`config.mk`:
```
export PLATFORM = sky130hd
export DESIGN_NAME = oam_dma
export DESIGN_NICKNAME = d
export VERILOG_FILES = /design/src/rtl/oam_dma_pkg.sv /design/src/rtl/oam_dma.sv
export SDC_FILE = /design/constraint.sdc
export NUM_CORES = 1
export LEC_CHECK = 0
export CAP_MARGIN = 30
export CORE_MARGIN = 8
export CORE_UTILIZATION = 50
export DETAILED_ROUTE_END_ITERATION = 12
export HOLD_SLACK_MARGIN = 0.02
export PLACE_DENSITY_LB_ADDON = 0.15
export SYNTH_ARGS = -nofsm -noshare
export SYNTH_HDL_FRONTEND = slang
export SYNTH_SLANG_ARGS = --single-unit
```
`constraint.sdc`:
```
create_clock -name clk -period 2 [get_ports clk]
set_input_delay 0.2 -clock clk [delete_from_list [all_inputs] [get_ports clk]]
set_output_delay 0.2 -clock clk [all_outputs]
set_load 0.02 [all_outputs]
```
`src/rtl/oam_dma_pkg.sv`:
```
// Shared constants for the sprite DMA engine: FSM state encoding, transfer
// geometry and the PPU register map used to locate OAMDATA.
package oam_dma_pkg;

  typedef enum logic [2:0] {
    DMA_IDLE,
    DMA_WAITHALT,
    DMA_DUMMY,
    DMA_RD,
    DMA_WR,
    DMA_FIN
  } DmaState;

  // PPU registers decode on 8-byte boundaries and mirror through $3FFF.
  localparam logic [15:0] PPU_REG_BASE    = 16'h2000;
  localparam logic [15:0] PPU_MIRROR_MASK = 16'h0007;
  localparam logic [15:0] OAMDATA_OFFSET  = 16'h0004;
  localparam logic [15:0] OAMDATA_ADDR    = PPU_REG_BASE | (OAMDATA_OFFSET & PPU_MIRROR_MASK);

  localparam int DMA_LEN          = 256;
  localparam int DMA_DUMMY_CYCLES = 1;

endpackage

```
`src/rtl/oam_dma.sv`:
```
// Sprite DMA engine: halts the CPU and copies one 256-byte page to OAMDATA
// through the arbiter's DMA master port with a strict level req/ack handshake.
module oam_dma
  import oam_dma_pkg::*;
#(
  parameter logic [15:0] DEST_ADDR = OAMDATA_ADDR,
  parameter int          LEN       = DMA_LEN,
  parameter int          DUMMY     = DMA_DUMMY_CYCLES
) (
  input  logic        clk,
  input  logic        rst,
  input  logic        start,
  input  logic [7:0]  page,
  input  logic        cpudone,
  input  logic        cyctick,
  output logic        halt,
  output logic [15:0] dmaaddr,
  output logic [7:0]  dmawdata,
  output logic        dmawr,
  output logic        dmareq,
  input  logic        dmaack,
  input  logic [7:0]  memrdata,
  output logic        dmadone,
  output logic        busy
);

  localparam logic [8:0] LAST_INDEX = 9'(LEN - 1);
  localparam logic [3:0] DUMMY_LAST = 4'(DUMMY - 1);
  localparam DmaState    AFTER_HALT = (DUMMY == 0) ? DMA_RD : DMA_DUMMY;

  DmaState     r_state;
  logic [7:0]  r_page;
  logic [8:0]  r_index;
  logic [3:0]  r_dummyCnt;
  logic        r_halt;
  logic        r_req;
  logic        r_wr;
  logic [15:0] r_addr;
  logic [7:0]  r_wdata;
  logic        r_done;
  logic        r_busy;

  // An ack only counts while our request is up; dropping req on the ack edge
  // guarantees one low clk before the next request can rise on a cyctick.
  always_ff @(posedge clk) begin
    if (rst) begin
      r_state    <= DMA_IDLE;
      r_page     <= '0;
      r_index    <= '0;
      r_dummyCnt <= '0;
      r_halt     <= 1'b0;
      r_req      <= 1'b0;
      r_wr       <= 1'b0;
      r_addr     <= '0;
      r_wdata    <= '0;
      r_done     <= 1'b0;
      r_busy     <= 1'b0;
    end else begin
      r_done <= 1'b0;
      case (r_state)
        DMA_IDLE: begin
          if (start) begin
            r_page  <= page;
            r_index <= '0;
            r_busy  <= 1'b1;
            r_state <= DMA_WAITHALT;
          end
        end
        DMA_WAITHALT: begin
          if (cpudone) begin
            r_halt     <= 1'b1;
            r_dummyCnt <= '0;
            r_state    <= AFTER_HALT;
          end
        end
        DMA_DUMMY: begin
          if (cyctick) begin
            r_done <= 1'b1;
            if (r_dummyCnt == DUMMY_LAST) begin
              r_state <= DMA_RD;
            end else begin
              r_dummyCnt <= r_dummyCnt + 4'd1;
            end
          end
        end
        DMA_RD: begin
          if (r_req) begin
            if (dmaack) begin
              r_wdata <= memrdata;
              r_req   <= 1'b0;
              r_done  <= 1'b1;
              r_state <= DMA_WR;
            end
          end else if (cyctick) begin
            r_req  <= 1'b1;
            r_wr   <= 1'b0;
            r_addr <= {r_page, r_index[7:0]};
          end
        end
        DMA_WR: begin
          if (r_req) begin
            if (dmaack) begin
              r_req   <= 1'b0;
              r_done  <= 1'b1;
              r_index <= r_index + 9'd1;
              r_state <= (r_index == LAST_INDEX) ? DMA_FIN : DMA_RD;
            end
          end else if (cyctick) begin
            r_req  <= 1'b1;
            r_wr   <= 1'b1;
            r_addr <= DEST_ADDR;
          end
        end
        DMA_FIN: begin
          r_halt  <= 1'b0;
          r_busy  <= 1'b0;
          r_state <= DMA_IDLE;
        end
        default: r_state <= DMA_IDLE;
      endcase
    end
  end

  assign halt     = r_halt;
  assign dmaaddr  = r_addr;
  assign dmawdata = r_wdata;
  assign dmawr    = r_wr;
  assign dmareq   = r_req;
  assign dmadone  = r_done;
  assign busy     = r_busy;

endmodule

```
==> summary.txt <==
Outcome
  – Outcome: finished, final reports clean

Yosys
  – EDFF count, synth: 0
  – Cell with the most instances after synthesis: dfxtp_1
  – Synth top cells by count: 53 x dfxtp_1, 40 x nand2_1, 38 x a21oi_1
  – Top-area cell type share of the netlist area: 45.5%
  – Top area cells in the synthesized netlist: dfxtp_1 46%, a21oi_1 8.2%, nand2_1 6.4%, nand3_1 4.1%, mux2i_1 3.9%
  – Post-Syn Area: ~0.0023 mm2
  – Ys async rst share: 0%
  – Synth Flop Type: dfxtp_1
  – Cell count after synthesis: ~270
  – Register bit total from synthesis: 53
  – Leading area contributor after synthesis: dfxtp_1
  – Syn avg cell area: approximately 8.5 um2
  – Netlist cell types: between 50 and 60
  – Sequential area share after synthesis: ~46%
  – Yosys Warn Count: 0
  – Post-Syn Nets: around 300

Hold path
  – HP Class: in -> reg

Floorplan
  – Ports: 51
  – Die Width: 84.3 um
  – Initial Utilization: between 50% and 60%
  – Die height: 84.3 um
  – Row count: 25
  – Total core area: roughly 0.0046 mm2
  – Die area: approximately 0.0071 mm2

Power
  – Switching portion of total power: about two fifths
  – VDD IR-drop max: 0.602 mV
  – Clock power share: about 20%
  – Reg power frac: a little over 40%
  – PD cells: between 1000 and 1500 mW/mm2
  – Internal Power: slightly below 2 mW
  – Logic gate share of total power: between 30% and 40%
  – Pleak: approximately 1.1 nW
  – Switch Pwr: around 1.2 mW

Clocking
  – # hold bufs at CTS: 0
  – H-tree Lvls: 2
  – Clock tree buffer depth: 2
  – Reg clk slew, reported paths: between 0.1 and 0.15 ns
  – Inserted Clock Buffers: 5
  – Setup bufs post-CTS: 0
  – Clock Latency Late Sink: 0.31 ns
  – Post-CTS sizing: 0
  – CTS tree: yes
  – CTS Root Cell: clkbuf_8
  – TritonCTS Sinks: 53

Finish
  – Fin nets: 362
  – Fin util: 66.7%
  – Post-route cell area: 0.00307 mm2
  – Filler instances: around 400
  – ANT cells: 0
  – Share of layout cells above drive strength 1: between 10 and 15%
  – Area Growth Syn to Fin: 31.6%

Setup path
  – Critical path, cell by cell: buf_4 -> and3_1 -> o21ai_1 -> or4_1 -> a21oi_1
  – Worst Setup Start Kind: register
  – WP buf/inv: 1
  – Critical Path RT: ~2.3 ns
  – Crit-path max FO: 11
  – Max stage delay cell, worst path: dfxtp_1
  – Kind of cell adding the most delay to the critical path: simple AND/OR/NAND/NOR gates
  – Worst path arrival time: a little over 2 ns
  – Worst Setup End Kind: register
  – Setup Crit Path Kind: reg -> reg
  – Slowest cell delay on critical path: 0.55 ns

Place
  – Number of port buffers: 50
  – Dpl hpwl: approximately 4.3 mm
  – Dpl cell area: slightly below 0.003 mm2
  – Routability cong.: between 0.8 and 0.9

Global routing
  – Total gr overflow: 0
  – Wire length of the first global-routing pass: roughly 9.8 mm
  – Total GRT Usage: approximately 16%
  – Initial antenna violation count: 0
  – Vias in the first global route: around 2200
  – Largest net degree at the start of global routing: 29

STA
  – Hold WS: between 0.4 and 0.5 ns
  – Final Critical Period: around 1.8 ns
  – Clock skew: around 0.011 ns
  – Pin slew with the least headroom to its limit: 0.489 ns
  – Final hold violations: 0
  – Post-route setup TNS: 0 ns
  – Slew Limit Fails: 0
  – Unrepaired setup endpoints after global routing: false
  – Final setup fails: 0
  – Tcrit/Tclk final: 89.5%
  – Fmax: between 0.5 and 0.6 GHz
  – Slew headroom: between 60% and 70%

Detailed routing
  – Via density: between 5 and 6
  – Starting DRT DRC Count: 129
  – Pre-antenna DRT Iters: 4
  – Wire per inst: 14.6 um
  – Antenna Nets Post-Route: 0
  – DR vias: approximately 2200
  – Post-Route WL: roughly 5.7 mm
  – # DRC: 0

Flow run
  – Max-Cap Viols: 0
cells in the final DEF, fill, tap and decap left out, types with 2 or more instances in the layout:
cell             netlist  routed
xnor2_1                2       2
and4_1                 2       2
nand2_1               40      40
dfxtp_1               53      52
inv_1                  7       7
o21ai_0                6       6
nor2b_1                3       3
or3_1                  2       2
a21o_1                 2       2
xor2_1                 2       2
clkinvlp_4             0       2
nor2_1                24      24
clkbuf_8               0       5
o31ai_1                2       2
a21oi_1               38      38
clkdlybuf4s50_1        0      50
o41ai_1                2       2
or3b_2                 2       2
nor3_1                 3       3
ha_1                   4       4
o311ai_0               2       2
nand3_1               19      19
mux2i_1                9       9
or4_1                  2       2
o21ai_1                2       2
nand4_1                6       6
buf_4                  2      19
nor3b_1                2       2
cell type report:
cell class | count | area (um2) | area share (%)
multi-input cells | 200 | 1170 | 38.2
flip-flops and latches | 53 | 1060 | 34.7
repair buffers | 69 | 643 | 21.0
clock buffers | 5 | 68.8 | 2.24
well taps | 54 | 67.6 | 2.20
clock inverters | 3 | 26.3 | 0.857
inverters | 7 | 26.3 | 0.857
routing by layer:
| layer | vias up | wire length (um) | GRT usage, % |
|---|---|---|---|
| li1 | 1096 | - | - |
| met1 | 1028 | 2550 | 19.1 |
| met2 | 44 | 2740 | 26.5 |
| met3 | 4 | 383 | 6.39 |
| met4 | 0 | 40 | 4.40 |
| met5 | - | 0 | 0 |
path summary, 6_finish.rpt:
kind | from | end | slack [ns] | depth (start not counted)
hold / removal | page[4] | r_page[4] | 0.43 | 3
setup / recovery | r_state[2] | r_index[5] | 0.21 | 5
hold reg to reg | r_index[8] | r_index[8] | 0.45 | 2
setup reg to reg | r_state[2] | r_index[5] | 0.21 | 5
stage by stage:
stage | total power [mW] | setup WS, ns | instances
floorplan | 2.09 | 0.323 | 273
global placement | 2.51 | 0.220 | 383
detailed placement | 2.54 | 0.167 | 383
CTS | 3.17 | 0.131 | 391
global route | 3.38 | 0.0689 | 391
finish | 3.16 | 0.209 | 391
flip-flops by register name, indices dropped and copies added, names as in the netlist:
name / flops
dmawr: 1
busy: 1
r_index: 9
r_page: 8
r_state: 3
dmareq: 1
dmawdata: 8
dmadone: 1
r_dummyCnt: 4
dmaaddr: 16
halt: 1
worst min-delay path, stage by stage:
cell and delay [ns]:
clkdlybuf4s50_1 0.39, nand2_1 0.05, a21oi_1 0.05
power by group through the flow:
stage | Combinational, mW | Sequential [mW] | Clock (mW)
floorplan | 0.790 | 1.30 | 0
global placement | 1.20 | 1.31 | 0
detailed placement | 1.22 | 1.32 | 0
CTS | 1.23 | 1.29 | 0.649
global route | 1.38 | 1.32 | 0.687
finish | 1.23 | 1.30 | 0.632
cells by family after synthesis:
kind of cell | count (synthesis) | synth area share, %
buf+inv | 20 | 4.40
mux | 9 | 3.87
flops | 53 | 45.5
simple gates | 117 | 25.0
xor+xnor | 4 | 1.50
compound gates | 66 | 17.5
fa+ha+maj | 4 | 2.15
Power figures use the tool's default switching activity.
